--- src/rtl/pusch_rx_pkg.sv ---
// Shared types and constants for the PUSCH receive demapper.
// Holds the FSM encoding, the supported modulation orders and the decision thresholds.
package pusch_rx_pkg;

    typedef logic [0:0] state_t;

    localparam state_t ST_IDLE  = 1'b0;
    localparam state_t ST_SHIFT = 1'b1;

    // Qm=8 does not fit the 3-bit order field, so 256QAM is carried as 3'd0.
    localparam logic [2:0] QM_BPSK   = 3'd1;
    localparam logic [2:0] QM_QPSK   = 3'd2;
    localparam logic [2:0] QM_16QAM  = 3'd4;
    localparam logic [2:0] QM_64QAM  = 3'd6;
    localparam logic [2:0] QM_256QAM = 3'd0;

    localparam int U_QPSK = 23170;
    localparam int U_16   = 20724;
    localparam int U_64   = 10112;
    localparam int U_256  = 5026;

    function automatic logic qm_supported(input logic [2:0] qm);
        logic ok;
        case (qm)
            QM_BPSK, QM_QPSK, QM_16QAM, QM_64QAM, QM_256QAM: ok = 1'b1;
            default:                                         ok = 1'b0;
        endcase
        return ok;
    endfunction

    // Index of the final bit; the 3-bit wrap maps the 256QAM code 0 to bit 7.
    function automatic logic [2:0] qm_last_idx(input logic [2:0] qm);
        return qm - 3'd1;
    endfunction

endpackage

--- src/rtl/demap_decide.sv ---
// Combinational hard-decision demapper: latched I/Q and Qm to an 8-bit word, bit k = b_k.
// Higher-order bits come from nested folding of |I| (even bits) and |Q| (odd bits).
module demap_decide
    import pusch_rx_pkg::*;
#(
    parameter int IN_WIDTH = 18
) (
    input  logic signed [IN_WIDTH-1:0] i_in,
    input  logic signed [IN_WIDTH-1:0] q_in,
    input  logic        [2:0]          qm,
    output logic        [7:0]          dec_word
);

    localparam int W = IN_WIDTH;
    localparam logic signed [W:0] ZERO_S = '0;

    logic signed [W:0]   sum_iq;
    logic        [W-1:0] thr0, thr1, thr2;
    logic        [W-1:0] ti0, ti1, ti2;
    logic        [W-1:0] tq0, tq1, tq2;
    logic        [7:0]   raw;
    logic        [7:0]   mask;

    function automatic logic [W-1:0] mag(input logic signed [W-1:0] x);
        logic [W-1:0] ux;
        ux = x;
        return x[W-1] ? (~ux + W'(1)) : ux;
    endfunction

    // Returns {t > thr, |t - thr|}; a tie decides 0.
    function automatic logic [W:0] fold(input logic [W-1:0] t, input logic [W-1:0] thr);
        return (t > thr) ? {1'b1, t - thr} : {1'b0, thr - t};
    endfunction

    // Sign-extend before adding so the BPSK sum cannot overflow.
    assign sum_iq = {i_in[W-1], i_in} + {q_in[W-1], q_in};

    // NOTE: every always_comb output gets a default first so no path leaves it unassigned (no latch).
    always_comb begin
        thr0 = '0;
        mask = '0;
        case (qm)
            QM_BPSK:   mask = 8'h01;
            QM_QPSK:   mask = 8'h03;
            QM_16QAM:  begin thr0 = W'(U_16 * 2);  mask = 8'h0F; end
            QM_64QAM:  begin thr0 = W'(U_64 * 4);  mask = 8'h3F; end
            QM_256QAM: begin thr0 = W'(U_256 * 8); mask = 8'hFF; end
            default:   mask = 8'h00;
        endcase
        thr1 = thr0 >> 1;
        thr2 = thr0 >> 2;

        raw    = '0;
        raw[0] = (qm == QM_BPSK) ? (sum_iq < ZERO_S) : i_in[W-1];
        raw[1] = q_in[W-1];

        ti0 = mag(i_in);
        {raw[2], ti1} = fold(ti0, thr0);
        {raw[4], ti2} = fold(ti1, thr1);
        raw[6] = ti2 > thr2;

        tq0 = mag(q_in);
        {raw[3], tq1} = fold(tq0, thr0);
        {raw[5], tq2} = fold(tq1, thr1);
        raw[7] = tq2 > thr2;

        dec_word = raw & mask;
    end

endmodule

--- src/rtl/demapper_rx.sv ---
// Hard-decision demapper top: handshake FSM, bit serializer and symbol counter.
// One accepted I/Q sample becomes Qm contiguous Serial_OUT bits, b0 first.
module demapper_rx
    import pusch_rx_pkg::*;
#(
    parameter int IN_WIDTH  = 18,
    parameter int CNT_WIDTH = 11
) (
    input  logic                        clk,
    input  logic                        rst_n,
    input  logic signed [IN_WIDTH-1:0]  Demap_IN_I,
    input  logic signed [IN_WIDTH-1:0]  Demap_IN_Q,
    input  logic                        Valid_IN,
    output logic                        Ready_OUT,
    input  logic                        Last_IN,
    input  logic        [2:0]           Order_Demap,
    output logic                        Serial_OUT,
    output logic                        Valid_OUT,
    output logic                        Last_OUT,
    output logic        [CNT_WIDTH-1:0] Sym_Count,
    output logic                        Err_Order
);

    state_t                       state_q, state_d;
    logic signed [IN_WIDTH-1:0]   i_q, i_d;
    logic signed [IN_WIDTH-1:0]   q_q, q_d;
    logic        [2:0]            qm_q, qm_d;
    logic                         last_q, last_d;
    logic        [2:0]            bit_idx_q, bit_idx_d;
    logic        [CNT_WIDTH-1:0]  sym_count_q, sym_count_d;
    logic                         err_order_q, err_order_d;
    logic                         run_q, run_d;

    logic [7:0] dec_word;
    logic       in_shift;
    logic       last_bit;
    logic       accept;
    logic       accept_ok;

    demap_decide #(
        .IN_WIDTH (IN_WIDTH)
    ) u_decide (
        .i_in     (i_q),
        .q_in     (q_q),
        .qm       (qm_q),
        .dec_word (dec_word)
    );

    assign in_shift  = (state_q == ST_SHIFT);
    assign last_bit  = in_shift && (bit_idx_q == qm_last_idx(qm_q));
    // run_q holds Ready_OUT low while in reset and releases it one clock later.
    assign Ready_OUT = run_q && (!in_shift || last_bit);
    assign accept    = Valid_IN && Ready_OUT;
    assign accept_ok = accept && qm_supported(Order_Demap);

    assign Valid_OUT  = in_shift;
    assign Serial_OUT = in_shift && dec_word[bit_idx_q];
    assign Last_OUT   = last_bit && last_q;
    assign Sym_Count  = sym_count_q;
    assign Err_Order  = err_order_q;

    always_comb begin
        state_d     = state_q;
        i_d         = i_q;
        q_d         = q_q;
        qm_d        = qm_q;
        last_d      = last_q;
        bit_idx_d   = bit_idx_q;
        sym_count_d = sym_count_q;
        run_d       = 1'b1;
        err_order_d = accept && !qm_supported(Order_Demap);

        if (accept_ok) begin
            state_d   = ST_SHIFT;
            i_d       = Demap_IN_I;
            q_d       = Demap_IN_Q;
            qm_d      = Order_Demap;
            last_d    = Last_IN;
            bit_idx_d = '0;
        end else if (in_shift) begin
            if (last_bit) begin
                state_d = ST_IDLE;
            end else begin
                bit_idx_d = bit_idx_q + 3'd1;
            end
        end

        // The block ends with Last_OUT; a symbol taken in that same cycle opens the next block.
        if (Last_OUT) begin
            sym_count_d = accept_ok ? CNT_WIDTH'(1) : '0;
        end else if (accept_ok) begin
            sym_count_d = sym_count_q + CNT_WIDTH'(1);
        end
    end

    // NOTE: sequential state uses non-blocking assignments so every flop samples pre-edge values.
    always_ff @(posedge clk or negedge rst_n) begin
        if (!rst_n) begin
            state_q     <= ST_IDLE;
            i_q         <= '0;
            q_q         <= '0;
            qm_q        <= '0;
            last_q      <= 1'b0;
            bit_idx_q   <= '0;
            sym_count_q <= '0;
            err_order_q <= 1'b0;
            run_q       <= 1'b0;
        end else begin
            state_q     <= state_d;
            i_q         <= i_d;
            q_q         <= q_d;
            qm_q        <= qm_d;
            last_q      <= last_d;
            bit_idx_q   <= bit_idx_d;
            sym_count_q <= sym_count_d;
            err_order_q <= err_order_d;
            run_q       <= run_d;
        end
    end

endmodule
--- config.mk ---
export PLATFORM = sky130hd
export DESIGN_NAME = demapper_rx
export DESIGN_NICKNAME = d
export VERILOG_FILES = /design/src/rtl/pusch_rx_pkg.sv /design/src/rtl/demap_decide.sv /design/src/rtl/demapper_rx.sv
export SDC_FILE = /design/constraint.sdc
export NUM_CORES = 1
export LEC_CHECK = 0
export BUFFER_PORTS_ARGS = -buffer_cell sky130_fd_sc_hd__buf_2
export CAP_MARGIN = 0
export CORE_ASPECT_RATIO = 1.75
export CORE_MARGIN = 3
export CORE_UTILIZATION = 51
export CTS_BUF_LIST = sky130_fd_sc_hd__clkbuf_2 sky130_fd_sc_hd__clkbuf_4 sky130_fd_sc_hd__clkbuf_8
export CTS_CLUSTER_SIZE = 30
export DETAILED_ROUTE_END_ITERATION = 8
export HOLD_SLACK_MARGIN = 0.08
export PLACE_DENSITY = 0.69
export SYNTH_ARGS = -nofsm -noshare
export SYNTH_HDL_FRONTEND = slang
export SYNTH_SLANG_ARGS = --single-unit
export TNS_END_PERCENT = 10
--- constraint.sdc ---
create_clock -name clk -period 12.78 [get_ports clk]
set_clock_uncertainty 0.1 [all_clocks]
set_input_delay 1.917 -clock clk [delete_from_list [all_inputs] [get_ports clk]]
set_output_delay 1.917 -clock clk [all_outputs]
set_load 0.05 [all_outputs]
## After elaboration in Yosys (flattened, before gate mapping)

Cells that the tools add are included.
Widths: inputs -> output; s select.

| operators by class | value |
|---|---|
| bitwise gates (word level) | 3 |
| $add $sub $neg | 14 |
| reduce and logical (&&, ||, !) cells | 16 |
| mux-type cells | 21 |
| eq/ne operators | 10 |
| magnitude comparators | 8 |

Operators with widths:

| operator | number |
|---|---|
| $mux 19 | 4 |
| $pmux 16 s3 | 1 |
| $pmux 8 s5 | 1 |
| $add 18x1->18 const B | 2 |
| $gt 18x14->1 | 2 |
| $gt 18x15->1 | 2 |
| $gt 18x16->1 | 2 |
| $mux 18 | 2 |
| $not 18->18 | 2 |
| $sub 15x18->18 | 2 |
| $sub 16x18->18 | 2 |
| $sub 18x15->18 | 2 |
| $sub 18x16->18 | 2 |
| $mux 11 | 2 |
| $add 18x18->19 | 1 |
| $lt 19x1->1 const B | 1 |
| $eq 3x3->1 const B | 4 |
| $add 11x1->11 const B | 1 |
| $mux 3 | 3 |
| $and 8x8->8 | 1 |
| $logic_and 1x1->1 | 7 |
| $mux 1 | 7 |
| $eq 3x1->1 const B | 2 |
| $eq 3x2->1 const B | 2 |
| other kinds (12) | 15 |

| word-level totals | value |
|---|---|
| bits in registers | 57 |
| input port bits | 43 |
| logic and storage cells | 81 |
| output and inout port bits | 16 |

## Longest topological paths before layout

Gate-level depths: netlist of run 1.

| depth | value |
|---|---|
| depth in word-level cells | 12 |
| depth in mapped cells | 44 |
| mapped depth without buffers | 39 |

## Modules after synthesis

A second synthesis of run 1 with hierarchy kept.

| unflattened totals | value |
|---|---|
| cell total of the unflattened synthesis | 1169 |
| area total of the unflattened synthesis | 9594.2 sq um |

By module, submodules not included:

| module | cells an instance | area each (sq um) | instances | seq. area each (sq um) |
|---|---|---|---|---|
| demap_decide | 985 | 7093.1 | 1 | 0.0 |
| demapper_rx | 184 | 2501.1 | 1 | 1426.4 |

## Least setup slack after synthesis of run 1

Ideal clock, no wire load.

| path | value |
|---|---|
| path type | reg-to-output |
| from | register qm_q[0] |
| to | output port Serial_OUT |
| cell stages (with the launch flop) | 43 |
| path buffers | 4 |
| required time | 10.763 ns |
| data arrival time | 9.549 ns |
| path slack | 1.214 ns |
| cell sequence | dfrtp_1 > inv_1 > ha_1 > nand2b_1 > inv_1 > a21oi_1 > inv_1 > ha_1 > nand4_1 > nor3_1 > a221oi_1 > nand4_1 > a21oi_2 > buf_4 > clkbuf_1 > nand2b_1 > xnor2_1 > ha_1 > [7 not listed] > a32oi_1 > o22ai_2 > and2_4 > buf_6 > buf_2 > mux2_1 > a41oi_2 > nand2_1 > xor2_1 > ha_1 > nand4_1 > o21ai_0 > a21oi_1 > a41oi_1 > nor2b_1 > a21oi_1 > or3b_1 > a211oi_2 |

| between the ends | value |
|---|---|
| cells in the longest elaborated chain, start to end | 11 |

Ends and longest elaborated chain:

| what | RTL line | text |
|---|---|---|
| from (decl) | demapper_rx.sv:27 | `logic [2:0] qm_q, qm_d;` |
| from (signal assigned) | demapper_rx.sv:112 | `qm_q <= qm_d;` |
| $eq 3x3->1 / $logic_not 3->1 (equally long branches) | demap_decide.sv:42 | `case (qm)` |
| $pmux 16 s3 | demap_decide.sv:42 |  |
| $sub 16x18->18, or another cell as far along | demap_decide.sv:32 | `return (t > thr) ? {1'b1, t - thr} : {1'b0, thr - t};` |
| $mux 19 | demap_decide.sv:32 |  |
| $sub 15x18->18, or another cell as far along | demap_decide.sv:32 |  |
| $mux 19 | demap_decide.sv:32 |  |
| $gt 18x14->1 (on tied branches) | demap_decide.sv:60, demap_decide.sv:65 |  |
| $and 8x8->8 * | demap_decide.sv:67 | `dec_word = raw & mask;` |
| $bmux 1 s3 * | demapper_rx.sv:57 | `assign Serial_OUT = in_shift && dec_word[bit_idx_q];` |
| $mux 1 (not written as such) * | demapper_rx.sv:57 |  |
| $logic_and 1x1->1 * | demapper_rx.sv:57 |  |
| to (decl) | demapper_rx.sv:17 | `output logic Serial_OUT,` |

Every way passes the cells marked *; elsewhere a longest branch is shown, timed or not. The select of a mux whose other input is x is not followed.

## Worst setup path in the final report of run 1

| path | value |
|---|---|
| from | register q_q[0] |
| to | output port Serial_OUT |

| between the ends | value |
|---|---|
| cells in the longest elaborated chain, start to end | 12 |

Ends and longest elaborated chain:

| what | RTL line | text |
|---|---|---|
| from (decl) | demapper_rx.sv:26 | `logic signed [IN_WIDTH-1:0] q_q, q_d;` |
| from (signal assigned) | demapper_rx.sv:111 | `q_q <= q_d;` |
| $not 18->18 | demap_decide.sv:27 | `return x[W-1] ? (~ux + W'(1)) : ux;` |
| $add 18x1->18 | demap_decide.sv:27 |  |
| $mux 18 | demap_decide.sv:27 |  |
| $sub 16x18->18, or another cell as far along | demap_decide.sv:32 |  |
| $mux 19 | demap_decide.sv:32 |  |
| $sub 15x18->18, or another cell as far along | demap_decide.sv:32 |  |
| $mux 19 | demap_decide.sv:32 |  |
| $gt 18x14->1 | demap_decide.sv:65 | `raw[7] = tq2 > thr2;` |
| $and 8x8->8 * | demap_decide.sv:67 |  |
| $bmux 1 s3 * | demapper_rx.sv:57 |  |
| $mux 1 (not written as such) * | demapper_rx.sv:57 |  |
| $logic_and 1x1->1 * | demapper_rx.sv:57 |  |

Marks and branches as above.

==> impl_metrics.json, run 1 <==
{
  "status": "finished, final reports clean",
  "syn_avg_cell_area_um2": 7.52,
  "hold_viol_final": 0,
  "min-delay-start": "last_q",
  "tritoncts": "done",
  "clock-sinks": 57,
  "worstPathRequired_ns": 10.76,
  "place_ws_ns": 0.598,
  "drive_above_1_share": 0.0969,
  "drt_iter0_drc": 569,
  "ys_ff_latch": 57,
  "post_drt_wl_per_cell_um": 18.5,
  "min_period_ns": 11.96,
  "cts_buffers": 9,
  "whs_endpoint": "last_q",
  "drc": 0,
  "final_nets": 1498,
  "worstMarginPinSlew_ns": 0.858,
  "grt_max_degree": 58,
  "grt_pass1_vias": 9410,
  "setup_viol": 0,
  "dieHeight_um": 188,
  "vias": 9365,
  "worstSetupStartpointType": "flip-flop",
  "min_path_type": "flip-flop to flip-flop",
  "rsz0062_at_grt": "no",
  "yosysWarnings": 0,
  "antenna_left": 0,
  "worstPathArrival_ns": 9.95,
  "setup_tns_ns": 0,
  "reg2reg_from": "qm_q[0]",
  "port_buffers": 58,
  "timing.fmax_mhz": 83.6,
  "coreArea_mm2": 0.0186,
  "netlist.area_leader.share": 0.189,
  "synth_edf_count": 0,
  "firstDrtPassIters": 7,
  "synth_flop_cell": "dfrtp_1",
  "slowest_delay_ns": 0.50,
  "ys_top_cells_by_count": "193 x nand2_1, 146 x ha_1, 98 x a21oi_1",
  "grt_usage": 0.285,
  "slew_headroom": 0.428,
  "routed_wl_mm": 28.7,
  "die_area_mm2": 0.0207,
  "syn_to_final_growth_pct": 7.43,
  "io_pins": 59,
  "cts-root-buf": "clkbuf_8",
  "maxSlewViolCount": 0,
  "path_clk_slew_ns": 0.07,
  "crit_fanout": 16,
  "post-route-worst-setup-slack_ns": 0.817,
  "yosysSeqAreaShare": 0.148,
  "netlist_area_mm2": 0.00965,
  "diodes": 0,
  "grt_pass1_wl_mm": 47.0,
  "cts-hold-fix-buffers": 0,
  "synth_area_leaders": "ha_1 19%, dfrtp_1 15%, nand2_1 7.5%",
  "rr_endpoint": "Sym_Count[5]",
  "cp-end-kind": "output port",
  "synth_cell_types": 87,
  "rrSetupSlack_ns": 9.08,
  "r2r_cells": 12,
  "initial_core_util": 0.519,
  "rows": 66,
  "cp_slowest_cell": "dfrtp_1",
  "n_fill_cell": 1790,
  "fin_crit_sh": 0.936,
  "max_cap_violations": 0,
  "htreeDepth": 3,
  "antenna_found_initial": 0,
  "die_w_um": 110,
  "overflow": 0,
  "clockBufferDepth": 2,
  "synth_top_area_cell": "ha_1",
  "synth.most_common_cell": "nand2_1",
  "vias_per_cell": 6.05,
  "synth_cells": 1283,
  "clock_latency_ns": 0.34,
  "dpl.hpwl_mm": 22.9,
  "async_reset_ff_frac": 1.00,
  "path_class": "flip-flop to output port",
  "syn_nets": 1476,
  "place.gp.congestion": 0.943,
  "hold_depth": 2
}
==> cell usage in the layout (no fill, tap or decap), types with 5 or more instances in the layout <==
master    netlist  final
mux2i_1        25     25
o21bai_1       15     15
a21o_1         41     41
and3_1          9      7
nand4_1        18     18
nor3_1         21     21
inv_1          92     91
or4_1           7      7
o221ai_1        6      6
a31oi_1        14     14
a211oi_1       14     14
a21boi_0        5      5
a211o_1         6      6
nand2b_1       19     18
xnor2_1        68     68
or2_2           8      8
nor2b_1        16     16
nor4_1         12     11
or3_1          20     20
ha_1          146    146
buf_2           6     58
o211ai_1       11     11
dfrtp_1        57     57
xor2_1         29     29
o21a_1         13     13
o21ai_0        60     60
nand3_1        21     20
buf_4           1     13
o41ai_1         5      5
a21oi_1        98     97
o31ai_1        13     13
nor2_1         68     68
nand2_1       193    193
clkbuf_8        0     12
and2_1          8      8
==> worst max-delay path by stage <==
| stage | from | to | slack, ns | cells past startpoint |
|---|---|---|---|---|
| after global placement | qm_q[0] | Serial_OUT | 0.53 | 37 |
| after detailed placement | qm_q[0] | Serial_OUT | 0.60 | 37 |
| after global routing | q_q[0] | Serial_OUT | 0.06 | 35 |
| after CTS | qm_q[0] | Serial_OUT | 0.15 | 37 |
| final | q_q[0] | Serial_OUT | 0.82 | 35 |
| after floorplan | qm_q[0] | Serial_OUT | 1.21 | 42 |
==> worst max-delay path: cells and delay by family (launching register included) <==
kind                       cells  cell delay [ns]
AOI/OAI and AO/OA             17             3.77
xor gates and xnor gates       3             0.47
adders and majority gates      3             0.98
buffers and inverters          2             0.58
DFF                            1             0.50
muxes                          1             0.24
and+or+nand+nor                9             3.02
==> final cells by class <==
cell class / instances / area, um^2 / area share
multi-input combinational: 1074 / 7640 / 0.737
sequential: 57 / 1430 / 0.138
timing repair buffer: 71 / 388 / 0.0374
inverter: 92 / 349 / 0.0337
tap: 238 / 298 / 0.0287
clock buffer: 12 / 165 / 0.0159
clock inverter: 4 / 97.6 / 0.00941
==> logic make-up after synthesis <==
kind of cell             synth area share
AO/OA/AOI/OAI                       0.245
adder cells (fa/ha/maj)             0.198
AND/OR/NAND/NOR                     0.219
other                            0.000389
multiplexers                       0.0347
XOR/XNOR                           0.0931
flip-flops                          0.148
buffers and inverters              0.0626
==> sequential cells by signal, summed over array words and instances (netlist names) <==
name       cells
last_q         1
q_q           18
run_q          1
qm_q           3
bit_idx_q      3
Valid_OUT      1
Err_Order      1
i_q           18
Sym_Count     11
==> per-stage QoR <==
| step | instance area [um^2] | std cells | utilization | hold slack [ns] |
|---|---|---|---|---|
| floorplan | 9650 | 1283 | - | 0.346 |
| global placement | 10100 | 1530 | 0.542 | 0.361 |
| detailed placement | 10100 | 1530 | 0.542 | 0.372 |
| CTS | 10300 | 1546 | 0.556 | 0.387 |
| global route | 10400 | 1548 | 0.558 | 0.411 |
| finish | 10400 | 1548 | 0.558 | 0.381 |
==> layer usage <==
metal  global-route usage  wire, um  vias up
met1                0.320     11100     4392
met5                    0         0        -
li1                     -         -     4596
met3               0.0158       874       95
met2                0.518     15100      282
met4                0.159      1660        0
==> timing repair <==
action,CTS,global route
setup endpoints to repair,0,1
setup buffers,0,2
resized for setup,0,6
hold endpoints to repair,0,0
Power of run 1 is left out: the tool's default activity adds up to more than one toggle a clock period on the data nets, which glitch-free logic cannot reach.
==> inputs of run 2 (changes only) <==
ABC_AREA = 1   (was default)
CELL_PAD_IN_SITES_DETAIL_PLACEMENT = 1   (was default)
CELL_PAD_IN_SITES_GLOBAL_PLACEMENT = 1   (was default)
CORE_UTILIZATION = 46   (was 51)
PLACE_DENSITY = default   (was 0.69)
PLACE_DENSITY_LB_ADDON = 0.1   (was default)
==> run 2 against run 1 <==
Net effect: maximum frequency is 8.7% higher; non-clock buffer count shrank 5; sequential cell count stayed put; via count rose by 18%; critical path type unchanged.
==> impl_metrics.json, run 2 <==
{
  "status": "finished, final reports clean",
  "grt_pass1_wl_mm": 58.8,
  "syn_to_final_growth_pct": 7.50,
  "path_class": "flip-flop to output port",
  "post_cts.repair.setup_buffers": 0,
  "yosysSeqAreaShare": 0.135,
  "synth_flop_cell": "dfrtp_1",
  "vias_per_cell": 5.50,
  "ys_ff_latch": 57,
  "final_nets": 1898,
  "ys_top_cells_by_count": "385 x nand2_1, 250 x inv_1, 146 x ha_1",
  "layout_common_cells": "385 x nand2_1, 250 x inv_1, 146 x ha_1, 133 x nor2_1, 132 x o21ai_0",
  "vias": 11033,
  "post_drt_wl_per_cell_um": 18.3,
  "clock-sinks": 57,
  "place.gp.congestion": 0.946,
  "antenna_found_initial": 0,
  "critPathLaunch": "qm_q[0]",
  "drc": 0,
  "overflow": 0,
  "hold_viol_final": 0,
  "cts-hold-fix-buffers": 0,
  "worstMarginPinSlew_ns": 1.17,
  "cp_slowest_cell": "nor2_2",
  "crit_fanout": 22,
  "n_fill_cell": 3201,
  "diodes": 0,
  "netlist_area_mm2": 0.0105,
  "synth_cell_types": 58,
  "routed_wl_mm": 36.7,
  "grt_usage": 0.298,
  "port_buffers": 58,
  "path_clk_slew_ns": 0.07,
  "coreArea_mm2": 0.0223,
  "maxSlewViolCount": 0,
  "max_cap_violations": 0,
  "fin_crit_sh": 0.861,
  "synth_edf_count": 0,
  "setup_viol": 0,
  "reg2reg_from": "qm_q[0]",
  "cpMostUsedCell": "nand2_1",
  "rsz0062_at_grt": "no",
  "min-delay-start": "last_q",
  "syn_nets": 1847,
  "synth.most_common_cell": "nand2_1",
  "post_cts_resized": 0,
  "cp-end-kind": "output port",
  "post-route-worst-setup-slack_ns": 1.77,
  "drt_iter0_drc": 442,
  "die_w_um": 120,
  "worstSetupStartpointType": "flip-flop",
  "async_reset_ff_frac": 1.00,
  "place_ws_ns": 2.18,
  "syn_avg_cell_area_um2": 6.37,
  "firstDrtPassIters": 6,
  "worstPathRequired_ns": 10.76,
  "synth_cells": 1654,
  "final_common_cell": "nand2_1",
  "die_area_mm2": 0.0248,
  "slowest_delay_ns": 0.94,
  "timing.fmax_mhz": 90.8,
  "min_path_type": "flip-flop to flip-flop",
  "grt_pass1_vias": 11608,
  "yosysWarnings": 0,
  "clockBufferDepth": 2,
  "cts_buffers": 9,
  "rows": 72,
  "initial_core_util": 0.472,
  "synth_area_leaders": "ha_1 17%, nand2_1 14%, dfrtp_1 14%",
  "tritoncts": "done",
  "worstPathArrival_ns": 8.99,
  "dpl.hpwl_mm": 31.0,
  "synth_top_area_cell": "ha_1",
  "dieHeight_um": 206,
  "antenna_left": 0,
  "clock_latency_ns": 0.35,
  "cts-root-buf": "clkbuf_8",
  "grt_max_degree": 81,
  "netlist.area_leader.share": 0.173,
  "slew_headroom": 0.217,
  "min_period_ns": 11.01,
  "io_pins": 59,
  "drive_above_1_share": 0.109,
  "setup_tns_ns": 0,
  "htreeDepth": 3
}
run 2: changes by cell type in the layout (fill, tap and decap cells not counted), sizes merged, moves of 13 or more:
cell / change
nand2b: -19
inv: +176
xor2: +35
nand3: +100
xnor2: -51
o21ai: +84
nor2b: -16
a211oi: -13
nor2: +82
mux2i: -21
or3: -20
a21oi: +16
a21o: -34
nand2: +229
run 2: final cells by class:
cell class / count / area (um^2) / area share
multi-input cells: 1305 / 7960 / 0.702
flip-flops and latches: 57 / 1430 / 0.126
inverters: 266 / 1010 / 0.0888
well taps: 296 / 370 / 0.0327
repair buffers: 66 / 350 / 0.0309
clock buffers: 11 / 139 / 0.0123
clock inverters: 5 / 78.8 / 0.00696
run 2: worst max-delay path, delay by kind of cell (launching register included):
| family | cells | cell delay (ns) |
|---|---|---|
| multiplexers | 1 | 0.26 |
| buffers and inverters | 6 | 0.94 |
| adder cells (fa/ha/maj) | 4 | 1.37 |
| XOR/XNOR | 2 | 0.37 |
| AND/OR/NAND/NOR | 20 | 3.48 |
| flip-flops | 1 | 0.39 |
| AO/OA/AOI/OAI | 8 | 1.81 |
run 2: through the flow:
step | hold WS (ns) | cells | utilization | instance area [um^2]
floorplan | 0.342 | 1654 | - | 10500
global placement | 0.359 | 1990 | 0.497 | 11100
detailed placement | 0.394 | 1990 | 0.497 | 11100
CTS | 0.408 | 2006 | 0.507 | 11300
global route | 0.442 | 2006 | 0.507 | 11300
finish | 0.401 | 2006 | 0.507 | 11300
run 2: path summary, 6_finish.rpt:
| path | to | slack, ns | cells after the start |
|---|---|---|---|
| setup / recovery | Serial_OUT | 1.77 | 41 |
| hold / removal | last_q | 0.40 | 2 |
| setup reg to reg | Sym_Count[10] | 8.49 | 20 |
| hold reg to reg | last_q | 0.40 | 2 |
| max in group asynchronous | Sym_Count[2] | 10.47 | 2 |
| min in group asynchronous | q_q[13] | 1.58 | 2 |
run 2: per-layer routing:
layer / wire length, um / vias up / GRT usage
met3: 783 / 95 / 0.0178
li1: - / 5479 / -
met5: 0 / - / 0
met1: 14500 / 5246 / 0.320
met4: 1990 / 0 / 0.158
met2: 19500 / 213 / 0.573
run 2: cell families (layout without fill, tap and decap cells):
group	Yosys count	in the layout	share of synthesized area
flops	57	57	0.135
compound gates	311	311	0.164
buf+inv	292	348	0.110
fa+ha+maj	150	150	0.181
other cells	1	1	0.000356
simple gates	754	754	0.333
mux	5	5	0.00475
xor+xnor	84	84	0.0705
Power of run 2 is left out for the same reason.
==> inputs of run 3 (changes only) <==
ABC_AREA = default   (was 1)
CORE_UTILIZATION = 48   (was 46)
==> run 3 against run 2 <==
Net effect: cell count is 22% lower; wire length is 14% lower; count of clock-buffer cells in the layout stayed put; critical endpoint unchanged; worst setup slack got worse by 1.2 ns; non-clock buffer count grew 8.
==> impl_metrics.json, run 3 (same netlist as run 1, synthesis figures left out) <==
{
  "min_path_type": "flip-flop to flip-flop",
  "initial_core_util": 0.489,
  "cts-root-buf": "clkbuf_8",
  "routed_wl_mm": 31.4,
  "htreeDepth": 3,
  "grt_usage": 0.289,
  "clock_latency_ns": 0.35,
  "crit_fanout": 15,
  "grt_max_degree": 58,
  "place.gp.congestion": 0.914,
  "rsz0062_at_grt": "no",
  "syn_to_final_growth_pct": 7.26,
  "clockBufferDepth": 2,
  "io_pins": 59,
  "cp_slowest_cell": "or4_1",
  "layout_common_cells": "193 x nand2_1, 146 x ha_1, 97 x a21oi_1, 92 x inv_1",
  "grt_pass1_vias": 10065,
  "reg2reg_from": "qm_q[0]",
  "path_class": "flip-flop to output port",
  "final_nets": 1501,
  "r2r_cells": 12,
  "grt_pass1_wl_mm": 51.8,
  "final_common_cell": "nand2_1",
  "cpMostUsedCell": "ha_1",
  "setup_viol": 0,
  "coreArea_mm2": 0.0197,
  "overflow": 0,
  "cts-hold-fix-buffers": 0,
  "firstDrtPassIters": 5,
  "place_ws_ns": 0.535,
  "setup_tns_ns": 0,
  "die_area_mm2": 0.0219,
  "min_period_ns": 12.20,
  "vias_per_cell": 6.09,
  "max_cap_violations": 0,
  "fin_crit_sh": 0.955,
  "antenna_left": 0,
  "slowest_delay_ns": 0.51,
  "drive_above_1_share": 0.0967,
  "worstPathRequired_ns": 10.76,
  "antenna_found_initial": 0,
  "cp-end-kind": "output port",
  "dieHeight_um": 194,
  "vias": 9481,
  "hold_depth": 2,
  "cts_buffers": 9,
  "slew_headroom": 0.400,
  "tritoncts": "done",
  "drc": 0,
  "rrSetupSlack_ns": 8.94,
  "post_drt_wl_per_cell_um": 20.2,
  "timing.fmax_mhz": 82.0,
  "clock-sinks": 57,
  "diodes": 0,
  "worstMarginPinSlew_ns": 0.901,
  "drt_iter0_drc": 396,
  "whs_endpoint": "last_q",
  "hold_viol_final": 0,
  "status": "finished, final reports clean",
  "dpl.hpwl_mm": 25.5,
  "worstPathArrival_ns": 10.18,
  "post-route-worst-setup-slack_ns": 0.581,
  "n_fill_cell": 2570,
  "rr_endpoint": "Sym_Count[7]",
  "die_w_um": 113,
  "port_buffers": 58,
  "min-delay-start": "last_q",
  "worstSetupStartpointType": "flip-flop",
  "maxSlewViolCount": 0,
  "path_clk_slew_ns": 0.06,
  "rows": 68
}
## run 3: layout make-up
cell class / count / area (um^2) / share of cell area
repair buffers: 74 / 410 / 0.0397
flip-flops and latches: 57 / 1430 / 0.138
inverters: 92 / 345 / 0.0334
multi-input cells: 1074 / 7640 / 0.738
clock buffers: 11 / 145 / 0.0140
well taps: 245 / 307 / 0.0296
clock inverters: 5 / 78.8 / 0.00762
## run 3: what timing repair did
item / 4_1_cts / 5_1_grt
resized for setup: 0 / 3
buffers inserted: 0 / 3
endpoints found under the setup margin: 0 / 1
## run 3: per-layer routing
| metal | up-vias | share of wire | GRT usage |
|---|---|---|---|
| met5 | - | 0 | 0 |
| met4 | 0 | 0.049 | 0.136 |
| met3 | 80 | 0.024 | 0.0185 |
| met2 | 195 | 0.54 | 0.540 |
| met1 | 4613 | 0.39 | 0.326 |
| li1 | 4593 | - | - |
## run 3: worst max-delay path by stage
stage	start	end	slack [ns]	depth (start not counted)
6_report	q_q[0]	Serial_OUT	0.58	33
5_1_grt	q_q[0]	Serial_OUT	0.007	35
4_1_cts	qm_q[0]	Serial_OUT	0.09	34
3_5_place_dp	qm_q[0]	Serial_OUT	0.54	34
3_3_place_gp	qm_q[0]	Serial_OUT	0.72	34
2_1_floorplan	qm_q[0]	Serial_OUT	1.21	42
## run 3: worst max-delay path, delay by kind of cell (launching register included)
kind	cells	cell delay [ns]
AND/OR/NAND/NOR	7	2.83
buffers and inverters	1	0.22
flip-flops	1	0.48
AO/OA/AOI/OAI	17	4.02
XOR/XNOR	3	0.68
multiplexers	2	0.46
adder cells (fa/ha/maj)	3	1.14
## run 3: per-stage QoR
stage | hold slack [ns] | instance area [um^2] | cells | util
2_1_floorplan | 0.346 | 9650 | 1283 | -
3_3_place_gp | 0.373 | 10100 | 1539 | 0.511
3_5_place_dp | 0.373 | 10100 | 1539 | 0.511
4_1_cts | 0.391 | 10300 | 1555 | 0.523
5_1_grt | 0.420 | 10300 | 1558 | 0.524
6_report | 0.393 | 10300 | 1558 | 0.524
Power of run 3 is left out for the same reason.
